===== config.mk =====
export PLATFORM = sky130hd
export DESIGN_NAME = acc_mcu_core
export DESIGN_NICKNAME = d
export VERILOG_FILES = /design/src/rtl/acc_mcu_core.sv
export SDC_FILE = /design/constraint.sdc
export NUM_CORES = 1
export LEC_CHECK = 0
export CAP_MARGIN = 5
export CORE_UTILIZATION = 69
export DETAILED_ROUTE_END_ITERATION = 6
export PLACE_DENSITY = 0.89
export SYNTH_ARGS = -nofsm -noshare
export SYNTH_HDL_FRONTEND = slang
export SYNTH_SLANG_ARGS = --single-unit

===== constraint.sdc =====
create_clock -name clk -period 8.8 [get_ports clk]
set_input_delay 0.88 -clock clk [delete_from_list [all_inputs] [get_ports clk]]
set_output_delay 0.88 -clock clk [all_outputs]
set_load 0.01 [all_outputs]

===== src/rtl/acc_mcu_core.sv =====
// acc_mcu_core: width-generic accumulator CPU with on-chip word memory, a
// fetch/execute FSM, carry flag and a full-state scan chain.
// Optional feature macro: ACC_MCU_IO_EN maps address MEM_DEPTH-1 to button
// (read) / LED register (write) and appends the LED register to the chain.
`timescale 1ns/1ps

module acc_mcu_core #(
  parameter int DATA_W = 8,
  parameter int ADDR_W = 5,
  parameter int IO_W   = 7
) (
  input  logic            clk,
  input  logic            rst,
  input  logic            scan_enable,
  input  logic            scan_in,
  output logic            scan_out,
  input  logic            proc_en,
  output logic            halt,
  input  logic            btn_in,
  output logic [IO_W-1:0] led_out
);

  localparam int MEM_DEPTH = 2 ** ADDR_W;
`ifdef ACC_MCU_IO_EN
  localparam int NWORDS = MEM_DEPTH - 1;
`else
  localparam int NWORDS = MEM_DEPTH;
`endif

  localparam logic [1:0] ST_FETCH = 2'b00;
  localparam logic [1:0] ST_EXEC  = 2'b01;
  localparam logic [1:0] ST_HALT  = 2'b10;

  localparam logic [2:0] OP_LDA = 3'b000;
  localparam logic [2:0] OP_STA = 3'b001;
  localparam logic [2:0] OP_ADD = 3'b010;
  localparam logic [2:0] OP_SUB = 3'b011;
  localparam logic [2:0] OP_AND = 3'b100;
  localparam logic [2:0] OP_BZ  = 3'b101;
  localparam logic [2:0] OP_JMP = 3'b110;
  localparam logic [2:0] OP_HLT = 3'b111;

  logic [1:0]        state_q;
  logic [ADDR_W-1:0] pc_q;
  logic [DATA_W-1:0] ir_q;
  logic [DATA_W-1:0] acc_q;
  logic              c_q;
  logic [DATA_W-1:0] mem [NWORDS];

  logic [ADDR_W-1:0] rd_addr;
  logic [DATA_W-1:0] rd_data;
  logic [2:0]        opcode;
  logic [ADDR_W-1:0] operand;
  logic [DATA_W:0]   add_res;
  logic [DATA_W:0]   sub_res;

`ifdef ACC_MCU_IO_EN
  logic [IO_W-1:0] led_q;
  localparam logic [ADDR_W-1:0] IO_ADDR = '1;
`endif

  // Shared read port: PC during fetch, instruction operand otherwise.
  always_comb begin
    opcode  = ir_q[DATA_W-1 -: 3];
    operand = ir_q[ADDR_W-1:0];
    rd_addr = (state_q == ST_FETCH) ? pc_q : operand;
`ifdef ACC_MCU_IO_EN
    if (rd_addr == IO_ADDR) begin
      rd_data = {{(DATA_W-1){1'b0}}, btn_in};
    end else begin
      rd_data = mem[rd_addr];
    end
`else
    rd_data = mem[rd_addr];
`endif
    add_res = {1'b0, acc_q} + {1'b0, rd_data};
    sub_res = {1'b0, acc_q} - {1'b0, rd_data};
  end

  // Architectural state: reset, else scan shift, else fetch/execute.
  always_ff @(posedge clk or negedge rst) begin
    if (!rst) begin
      state_q <= ST_FETCH;
      pc_q    <= '0;
      ir_q    <= '0;
      acc_q   <= '0;
      c_q     <= 1'b0;
      for (int i = 0; i < NWORDS; i++) begin
        mem[i] <= '0;
      end
`ifdef ACC_MCU_IO_EN
      led_q   <= '0;
`endif
    end else if (scan_enable) begin
      state_q <= {state_q[0], scan_in};
      pc_q    <= {pc_q[ADDR_W-2:0], state_q[1]};
      ir_q    <= {ir_q[DATA_W-2:0], pc_q[ADDR_W-1]};
      acc_q   <= {acc_q[DATA_W-2:0], ir_q[DATA_W-1]};
      c_q     <= acc_q[DATA_W-1];
      mem[0]  <= {mem[0][DATA_W-2:0], c_q};
      for (int i = 1; i < NWORDS; i++) begin
        mem[i] <= {mem[i][DATA_W-2:0], mem[i-1][DATA_W-1]};
      end
`ifdef ACC_MCU_IO_EN
      led_q   <= {led_q[IO_W-2:0], mem[NWORDS-1][DATA_W-1]};
`endif
    end else if (proc_en) begin
      case (state_q)
        ST_FETCH: begin
          ir_q    <= rd_data;
          pc_q    <= pc_q + 1'b1;
          state_q <= ST_EXEC;
        end
        ST_EXEC: begin
          state_q <= ST_FETCH;
          case (opcode)
            OP_LDA: acc_q <= rd_data;
            OP_STA: begin
`ifdef ACC_MCU_IO_EN
              if (operand == IO_ADDR) begin
                led_q <= acc_q[IO_W-1:0];
              end else begin
                mem[operand] <= acc_q;
              end
`else
              mem[operand] <= acc_q;
`endif
            end
            OP_ADD: {c_q, acc_q} <= add_res;
            OP_SUB: {c_q, acc_q} <= sub_res;
            OP_AND: acc_q <= acc_q & rd_data;
            OP_BZ: begin
              if (acc_q == '0) begin
                pc_q <= operand;
              end
            end
            OP_JMP: pc_q <= operand;
            OP_HLT: state_q <= ST_HALT;
            default: ;
          endcase
        end
        // HALT and the scan-only encoding 2'b11 are absorbing.
        default: ;
      endcase
    end
  end

  // Outputs decode registered state only.
  assign halt = state_q[1];

`ifdef ACC_MCU_IO_EN
  assign led_out  = led_q;
  assign scan_out = led_q[IO_W-1];
`else
  logic unused_btn;
  assign unused_btn = btn_in;
  assign led_out    = '0;
  assign scan_out   = mem[NWORDS-1][DATA_W-1];
`endif

endmodule


==> results of run 1 <==
==> flip-flops by register name, indices dropped and copies added, names as in the netlist <==
name,count
mem,255
acc_q,8
ir_q,8
pc_q,5
state_q,2
c_q,1
scan_out,1
==> metal layers <==
layer / track usage / wire [um]
met1: 0.598 / 19800
met2: 0.613 / 23100
met3: 0.116 / 8570
met4: 0.240 / 3650
met5: 0 / 0
==> cells in the mapped netlist, types with 5 or more instances <==
cell type / instances / area (um^2)
nand3_1: 22 / 110
nand2b_1: 9 / 56.3
buf_4: 15 / 113
nor3_1: 9 / 45.0
mux4_2: 22 / 495
inv_1: 21 / 78.8
xnor2_1: 5 / 43.8
a222oi_1: 5 / 50.1
nand2_1: 175 / 657
ha_1: 16 / 200
o31ai_1: 6 / 45.0
nor2_1: 100 / 375
nor2b_1: 6 / 37.5
o21ai_0: 102 / 510
a31oi_1: 11 / 68.8
a311oi_1: 19 / 166
o22ai_1: 387 / 2420
a211oi_1: 14 / 105
and3_1: 20 / 125
dfrtp_1: 280 / 7010
mux2i_1: 63 / 631
a21oi_1: 218 / 1090
a32oi_1: 8 / 70.1
buf_2: 11 / 55.1
buf_1: 29 / 109
a22oi_1: 131 / 983
clkbuf_1: 130 / 488
buf_6: 5 / 56.3
==> cell type report <==
type / count / area [um^2] / area share
multi-input combinational: 1445 / 9190 / 0.509
sequential: 280 / 7010 / 0.388
timing repair buffer: 33 / 290 / 0.0161
clock inverter: 10 / 129 / 0.00714
inverter: 22 / 90.1 / 0.00499
clock buffer: 48 / 930 / 0.0515
tap: 324 / 405 / 0.0225
==> cells by family after synthesis <==
group	share of synthesized area
adder cells (fa/ha/maj)	0.0129
flip-flops	0.411
AND/OR/NAND/NOR	0.102
buffers and inverters	0.0539
AO/OA/AOI/OAI	0.346
multiplexers	0.0716
other	0.000220
XOR/XNOR	0.00308
==> per-stage QoR <==
stage | setup slack (ns) | std cells
detailed placement | 2.75 | 2104
floorplan | 4.26 | 1940
finish | 2.63 | 2162
global placement | 2.89 | 2104
CTS | 2.71 | 2162
global route | 2.27 | 2162
==> worst max-delay path, stage by stage, from the launching register on <==
cell and delay, ns:
dfrtp_1 0.53, nor2_2 0.71, mux2i_4 1.04, buf_4 0.39
a211oi_1 0.08, a311oi_1 0.37, o31ai_1 0.15, o21ai_0 0.58
ha_1 0.32, inv_1 0.07, fa_1 0.43, nor2b_1 0.13
o21a_1 0.13, o21ai_0 0.08, a21oi_1 0.24, o21bai_1 0.09
a21oi_1 0.19, nor3_1 0.08, nor4_1 0.29, a2bb2oi_1 0.18
==> power by group <==
group	internal (mW)	switching [mW]	total (mW)	leakage, nW
Sequential	1.66	0.556	2.21	3.45
Clock	0.810	0.539	1.35	0.527
Combinational	1.35	2.21	3.56	3.18
Total	3.82	3.30	7.12	7.16
==> worst min-delay path by stage <==
stage | start | end | slack, ns | cells after the start
global placement | mem[160] | mem[160] | 0.54 | 2
detailed placement | mem[72] | mem[72] | 0.55 | 2
CTS | rst | mem[20] | 0.47 | 1
global route | rst | mem[31] | 0.51 | 1
finish | rst | mem[20] | 0.42 | 1
floorplan | c_q | mem[248] | 0.49 | 2
==> flow_summary.toml, run 1 <==
[outcome]
status = "finished clean"

[clocking]
clk_pin_slew_ns = 0.06
cts_resized = 0
cts_made_buffers = 31
htree_num_levels = 1
cts_buffer_depth = 3
root_buffer = "clkbuf_16"
cts_hold_buf = 0
cts_setup_buffers = 0
cts.sinks = 280
cts_tree = "yes"
clk_latency_ns = 0.58

[global_routing]
grt_pass1_vias = 15700
grt_pass1_wl_mm = 86.5
antenna_found_initial = 0
grt_max_degree = 199
grt_usage = 0.430
overflow = 0

[yosys]
avgSynthCellArea_um2 = 8.82
yosysUniqueCellTypes = 81
synth.cell_area_um2 = 17000
yosysWarningCount = 0
synth.ff_latch_count = 280
async_reset_ff_frac = 1.00
synth_edf_count = 0
synthCells = 1934
synthFlopType = "dfrtp_1"
synth-seq-area-share = 0.411

[timing]
tns_ns = 0
post-route-period-util = 0.701
holdWs_ns = 0.423
hold_violations = 0
fmaxAchievable_ghz = 0.162
rsz0062_at_grt = "false"
skew_ns = 0.0317
slew_headroom = 0.134
finalSetupViolCount = 0
tightestPinTransition_ns = 1.30
finalCriticalPeriod_ns = 6.17
maxSlewViolCount = 0

[drt]
vias_per_cell = 7.94
wl_per_cell_um = 25.5
postRouteAntennaNets = 0
drc = 0
wl_mm = 55.1
dr.pass1.iters = 6
drt_iter0_markers = 3284
dr_total_vias = 17200

[setup_path]
worst_ep_arrival_time_ns = 6.68
endpoint = "c_q"
rr_worst_depth = 19
startpoint = "state_q[0]"
cp_max_fo = 23
crit_type = "reg -> reg"
startpoint_type = "register"
r2r-start = "state_q[0]"
reg2reg_slack_ns = 2.63
cp-end-kind = "register"
cp.required_ns = 9.31
r2r_end = "c_q"

[pwr]
power_leakage_nw = 7.16
power_density_nw_per_um2 = 395
power_mw = 7.12
ir_drop_uv = 412

[cells_and_area]
diodes = 0
final_common_cell = "o22ai_1"
area_growth_pct = 5.80
final_layout_size_suffix_gt1_frac = 0.0707
fillCellCount = 1661
final_util = 0.744
design_area_um2 = 18000
final_cell_mix = "o22ai_1 (387), dfrtp_1 (280), a21oi_1 (218), nand2_1 (174), a22oi_1 (131)"
num-nets-final = 1836

[floorplan]
coreArea_um2 = 24200
die_area_um2 = 25300
initial_core_util = 0.703
num_rows = 57
chipWidth_um = 159
die_h_um = 159
ios = 15

[place]
io_buffers = 6
finalWeightedCongestion = 0.964
placed_area_um2 = 17000
dp_hpwl_mm = 32.6

[hold_path]
hp-class = "in -> async"

[flow_run]
maxCapViolCount = 0
Power figures use the tool's default switching activity.
==> inputs of run 2 (changes only) <==
--- a/config.mk
+++ b/config.mk
@@ -6,9 +6,9 @@
 export NUM_CORES = 1
 export LEC_CHECK = 0
 export CAP_MARGIN = 5
-export CORE_UTILIZATION = 69
+export CORE_UTILIZATION = 58
 export DETAILED_ROUTE_END_ITERATION = 6
-export PLACE_DENSITY = 0.89
+export PLACE_DENSITY = 0.8
 export SYNTH_ARGS = -nofsm -noshare
 export SYNTH_HDL_FRONTEND = slang
 export SYNTH_SLANG_ARGS = --single-unit
==> constraint.sdc (replaced) <==
create_clock -name clk -period 5.6 [get_ports clk]
set_input_delay 0.56 -clock clk [delete_from_list [all_inputs] [get_ports clk]]
set_output_delay 0.56 -clock clk [all_outputs]
set_load 0.01 [all_outputs]
==> run 2 against run 1 <==
Compared with the run above:
- the flow now finishes with violations (DRC)
- critical path type unchanged
- via count shrank 0.47%
- wire length grew 3.2%
- sequential power grew 62%
- hold slack lost 0.31 ns
- clock power grew 73%
==> flow_summary.toml, run 2 (synthesis gave the netlist of run 1 again) <==
[place]
io_buffers = 6
placed_area_um2 = 17200
finalWeightedCongestion = 0.949
dp_hpwl_mm = 34.9
preCtsSetupSlack_ns = 0.443

[setup_path]
rr_worst_depth = 13
r2r-start = "state_q[0]"
slowest_delay_ns = 0.61
r2r_end = "acc_q[7]"
worst_ep_arrival_time_ns = 5.55
crit_chain = "nor2_4 -> mux2i_4 -> buf_4 -> mux4_2 -> mux2i_1 -> mux2i_1 -> mux2i_1 -> ha_1 -> a21o_1 -> nor3_1 -> nor3b_1 -> mux2i_1 -> nand4_1"
cp_max_fo = 13
cpMaxStageDelayCell = "mux2i_4"
cp.required_ns = 5.97
crit_type = "reg -> reg"
startpoint_type = "register"
cpMostUsedCell = "mux2i_1"
cp-end-kind = "register"
reg2reg_slack_ns = 0.42

[drt]
wl_per_cell_um = 25.3
vias_per_cell = 7.61
dr_total_vias = 17100
postRouteAntennaNets = 0
wl_mm = 56.9
drt_iter0_markers = 2675
drc = 1
dr.pass1.iters = 7

[pwr]
power_density_nw_per_um2 = 627
power_leakage_nw = 7.33
ir_drop_uv = 335
power_mw = 11.6

[timing]
hold_violations = 0
maxSlewViolCount = 0
finalCriticalPeriod_ns = 5.18
holdWs_ns = 0.114
skew_ns = 0.0260
rsz0062_at_grt = "false"
fmaxAchievable_ghz = 0.193
finalSetupViolCount = 0
fin_ws_ns = 0.419
tns_ns = 0
post-route-period-util = 0.925
slew_headroom = 0.112
tightestPinTransition_ns = 1.33

[clocking]
clk_latency_ns = 0.52
cts.sinks = 280
cts_tree = "yes"
htree_num_levels = 2
clk_pin_slew_ns = 0.06
cts_buffer_depth = 3
cts_setup_buffers = 0
cts_made_buffers = 34
root_buffer = "clkbuf_16"

[cells_and_area]
largest_register = "mem"
area_growth_pct = 8.10
largestRegisters = "mem x255, acc_q x8, ir_q x8"
num-nets-final = 1860
regArea_um2 = 7010
multi_input_area_um2 = 9190
design_area_um2 = 18400
fillCellCount = 2251
largest_reg_flops = 255
final_layout_size_suffix_gt1_frac = 0.0828
final_common_cell = "o22ai_1"
final_cell_mix = "o22ai_1 (387), dfrtp_1 (280), a21oi_1 (218), nand2_1 (174), a22oi_1 (131)"

[floorplan]
ios = 15
coreArea_um2 = 28800
chipWidth_um = 173
die_area_um2 = 30100
num_rows = 62
initial_core_util = 0.592
die_h_um = 173

[global_routing]
grt_pass1_vias = 15600
grt_pass1_wl_mm = 89.3
grt_usage = 0.375
antenna_found_initial = 0
grt_max_degree = 214
overflow = 0

[outcome]
violations = "DRC"
status = "finished, violations left"

[flow_run]
maxCapViolCount = 0

[hold_path]
hp-class = "in -> async"
run 2: cell count changes in the layout (fill, tap and decap cells not counted), sizes merged:
cell	before	now
clkinvlp	0	2
clkinv	6	1
diode	0	1
buf	29	50
inv	23	24
clkbuf	48	52
run 2: cell type report:
type	instances	area share
flip-flops and latches	280	0.380
multi-input cells	1445	0.499
well taps	384	0.0261
inverters	22	0.00489
repair buffers	54	0.0263
clock buffers	52	0.0570
clock inverters	8	0.00692
diodes	1	0.000136
run 2: where the power goes:
group          total (mW)  switching, mW  internal, mW
sequential           3.57          0.972          2.60
clock                2.34          0.903          1.43
combinational        5.66           3.43          2.23
run 2: metrics by stage:
stage	utilization	cells
6_report	0.640	2246
3_3_place_gp	0.599	2185
3_5_place_dp	0.599	2185
2_1_floorplan	-	1940
5_1_grt	0.640	2245
4_1_cts	0.640	2245
run 2: what timing repair did:
action                     CTS  global route
hold buffers                 0             0
setup endpoints to repair    0             1
gates resized for setup      0             1
run 2: how the worst max path moves through the flow:
stage          slack, ns        to  depth (start not counted)        from
6_report            0.42  acc_q[7]                         13  state_q[0]
5_1_grt             0.23  acc_q[7]                         16  state_q[0]
4_1_cts             0.42       c_q                         18  state_q[0]
3_5_place_dp        0.44       c_q                         18  state_q[0]
3_3_place_gp        0.54       c_q                         18  state_q[0]
2_1_floorplan       1.06       c_q                         22  state_q[1]
run 2: routing by layer:
layer / wire [um] / part of all wire / global-route usage / vias up
met3: 7740 / 0.14 / 0.0998 / 262
met5: 0 / 0 / 0 / -
met4: 2860 / 0.050 / 0.174 / 0
li1: - / - / - / 7375
met2: 24700 / 0.43 / 0.544 / 1290
met1: 21600 / 0.38 / 0.524 / 8165
run 2: critical path, delay by kind of cell, from the launching register on:
kind	cells	cell delay, ns
mux	6	2.48
fa+ha+maj	1	0.43
simple gates	4	0.97
buf+inv	1	0.34
compound gates	1	0.24
flops	1	0.57
==> RTL edit: new RTL, config.mk and constraints of run 1 <==
`DATA_W`: 8 -> 6.
--- a/src/rtl/acc_mcu_core.sv
+++ b/src/rtl/acc_mcu_core.sv
@@ -5,7 +5,7 @@
 `timescale 1ns/1ps
 
 module acc_mcu_core #(
-  parameter int DATA_W = 8,
+  parameter int DATA_W = 6,
   parameter int ADDR_W = 5,
   parameter int IO_W   = 7
 ) (
Function: not settled (the Yosys comparison gave no result); the edit may change what the design does.
==> RTL edit against run 1 <==
The flow now finishes with violations (design-rule violations). Sequential cell count down 68. Setup slack improved by 570 ps. Wire length decreased by 49%. Via count down 48%. Global-route usage shrank 9.8 points. Synthesized area shrank 32%. Power fell by 40%. Sequential share of layout area rose by 4.0 points. Fmax is 10% higher. Cell area down 31%. Critical path type unchanged. Critical endpoint is now acc_q[4]$_DFFE_PN0P_. Largest power group unchanged.
==> RTL edit: results (changes against run 1) <==
status:
  status: "complete, but fails checks"
  violations: "design-rule violations"
pwr:
  leakage_nw: 5.597  # -22%
  ir_drop_v: 0.0002050  # -50%
global_route:
  grtUsageTotal: 0.3323  # -0.09784
  grt_pass1_wl_um: 45600  # -47%
  grt_max_degree: 129  # -35%
  grt_pass1_vias: 8621  # -45%
logic_synthesis:
  synthMuxAreaShare: 0.2021  # +0.1305
  synthTopCellsByCount: "212 x dfrtp_1, 152 x mux2_2, 150 x nand2_1"
  yosysSeqAreaShare: 0.4573  # +0.04631
  synthArstFlopShare: 1.000  # unchanged
  synth_area_leaders: "dfrtp_1 46%, mux2_2 15%, mux2i_1 5.3%"
  avgSynthCellArea_um2: 10.40  # +18%
  synth_fa_ha_area_frac: 0.01747  # +0.004555
  synthXorXnorAreaFrac: 0.002265  # -0.0008175
  synth.distinct_cells: 74  # -8.6%
  synth_compound_area_frac: 0.1656  # -0.1800
clocking:
  root_buffer: "clkbuf_16"
  post_cts_buffers: 0  # unchanged
  clk_latency_ps: 530  # -50 ps
  numCtsBuffers: 23  # -26%
  post_cts_resized: 0  # unchanged
final_layout:
  final_area_mm2: 0.01238  # -31%
  layout-drive-gt1-share: 0.2060  # +0.1353
  largestRegisters: "mem (191), acc_q (6), ir_q (6)"
  final.fill_count: 1072  # -35%
  fin_nets: 1096  # -40%
worst_setup_path:
  cp.arrival_ps: 6050  # -630 ps
  crit_end: "acc_q[4]$_DFFE_PN0P_"
  r2r_cells: 15  # -4
  cp_max_fo: 36  # +57%
route:
  via_per_inst: 6.799  # -14%
  drt_wl_total_um: 28050  # -49%
  drc_errors: 1  # +1
  met3_length_um: 2053  # -76%
  wl_met2_um: 13180  # -43%
  first_pass_iters: 7  # +1
  routed.top_layer: "met4"
  drt_iter0_drc: 1090  # -67%
  wl_met1_um: 11740  # -41%
  vias: 8920  # -48%
timing:
  fin_skew_ps: 18.89  # -12.76 ps
  fin_crit_sh: 0.6371  # -0.06432
  holdWs_ps: 508.6  # +85.70 ps
  worst_pin_slew_ps: 1329  # +31.59 ps
die:
  die_w_um: 131.7  # -17%
placement:
  place_congestion: 0.8973  # -7.0%
  hpwlAfterDp_um: 18110  # -44%
  post-place-ws_ps: 3335  # +586.3 ps
  placed_cells: 1269  # -40%
min_path:
  hp-class: "reg2reg"
## RTL edit: critical path, stage by stage (launching register included)
cell and delay (ps):
dfrtp_1 610, nor2_4 910, mux2i_4 790, buf_4 400
mux2i_1 120, a22oi_1 230, nand2_1 110, a2111o_1 560
fa_1 450, nor2b_1 150, o21ai_0 240, a21boi_0 160
o211a_1 240, nor4_1 280, o22ai_1 110, a41oi_1 160
## RTL edit: final cells by class
cell class	count	area share
sequential	212	0.4286
clock buffer	36	0.05853
multi-input combinational	807	0.4697
tap	220	0.02224
timing repair buffer	17	0.01193
clock inverter	6	0.004751
inverter	14	0.004245
## RTL edit: power by group
group	total (mW)	switching (mW)	internal, mW	leakage (nW)
combinational	1.82	1.09	0.731	2.38
clock	0.990	0.397	0.593	0.393
sequential	1.48	0.283	1.20	2.83
total	4.30	1.77	2.53	5.60
## RTL edit: layer usage
metal / global-route usage / up-vias
met3: 0.05015 / 83
met4: 0.1460 / 0
met2: 0.5247 / 428
met1: 0.4586 / 4439
li1: - / 3970
met5: 0 / -
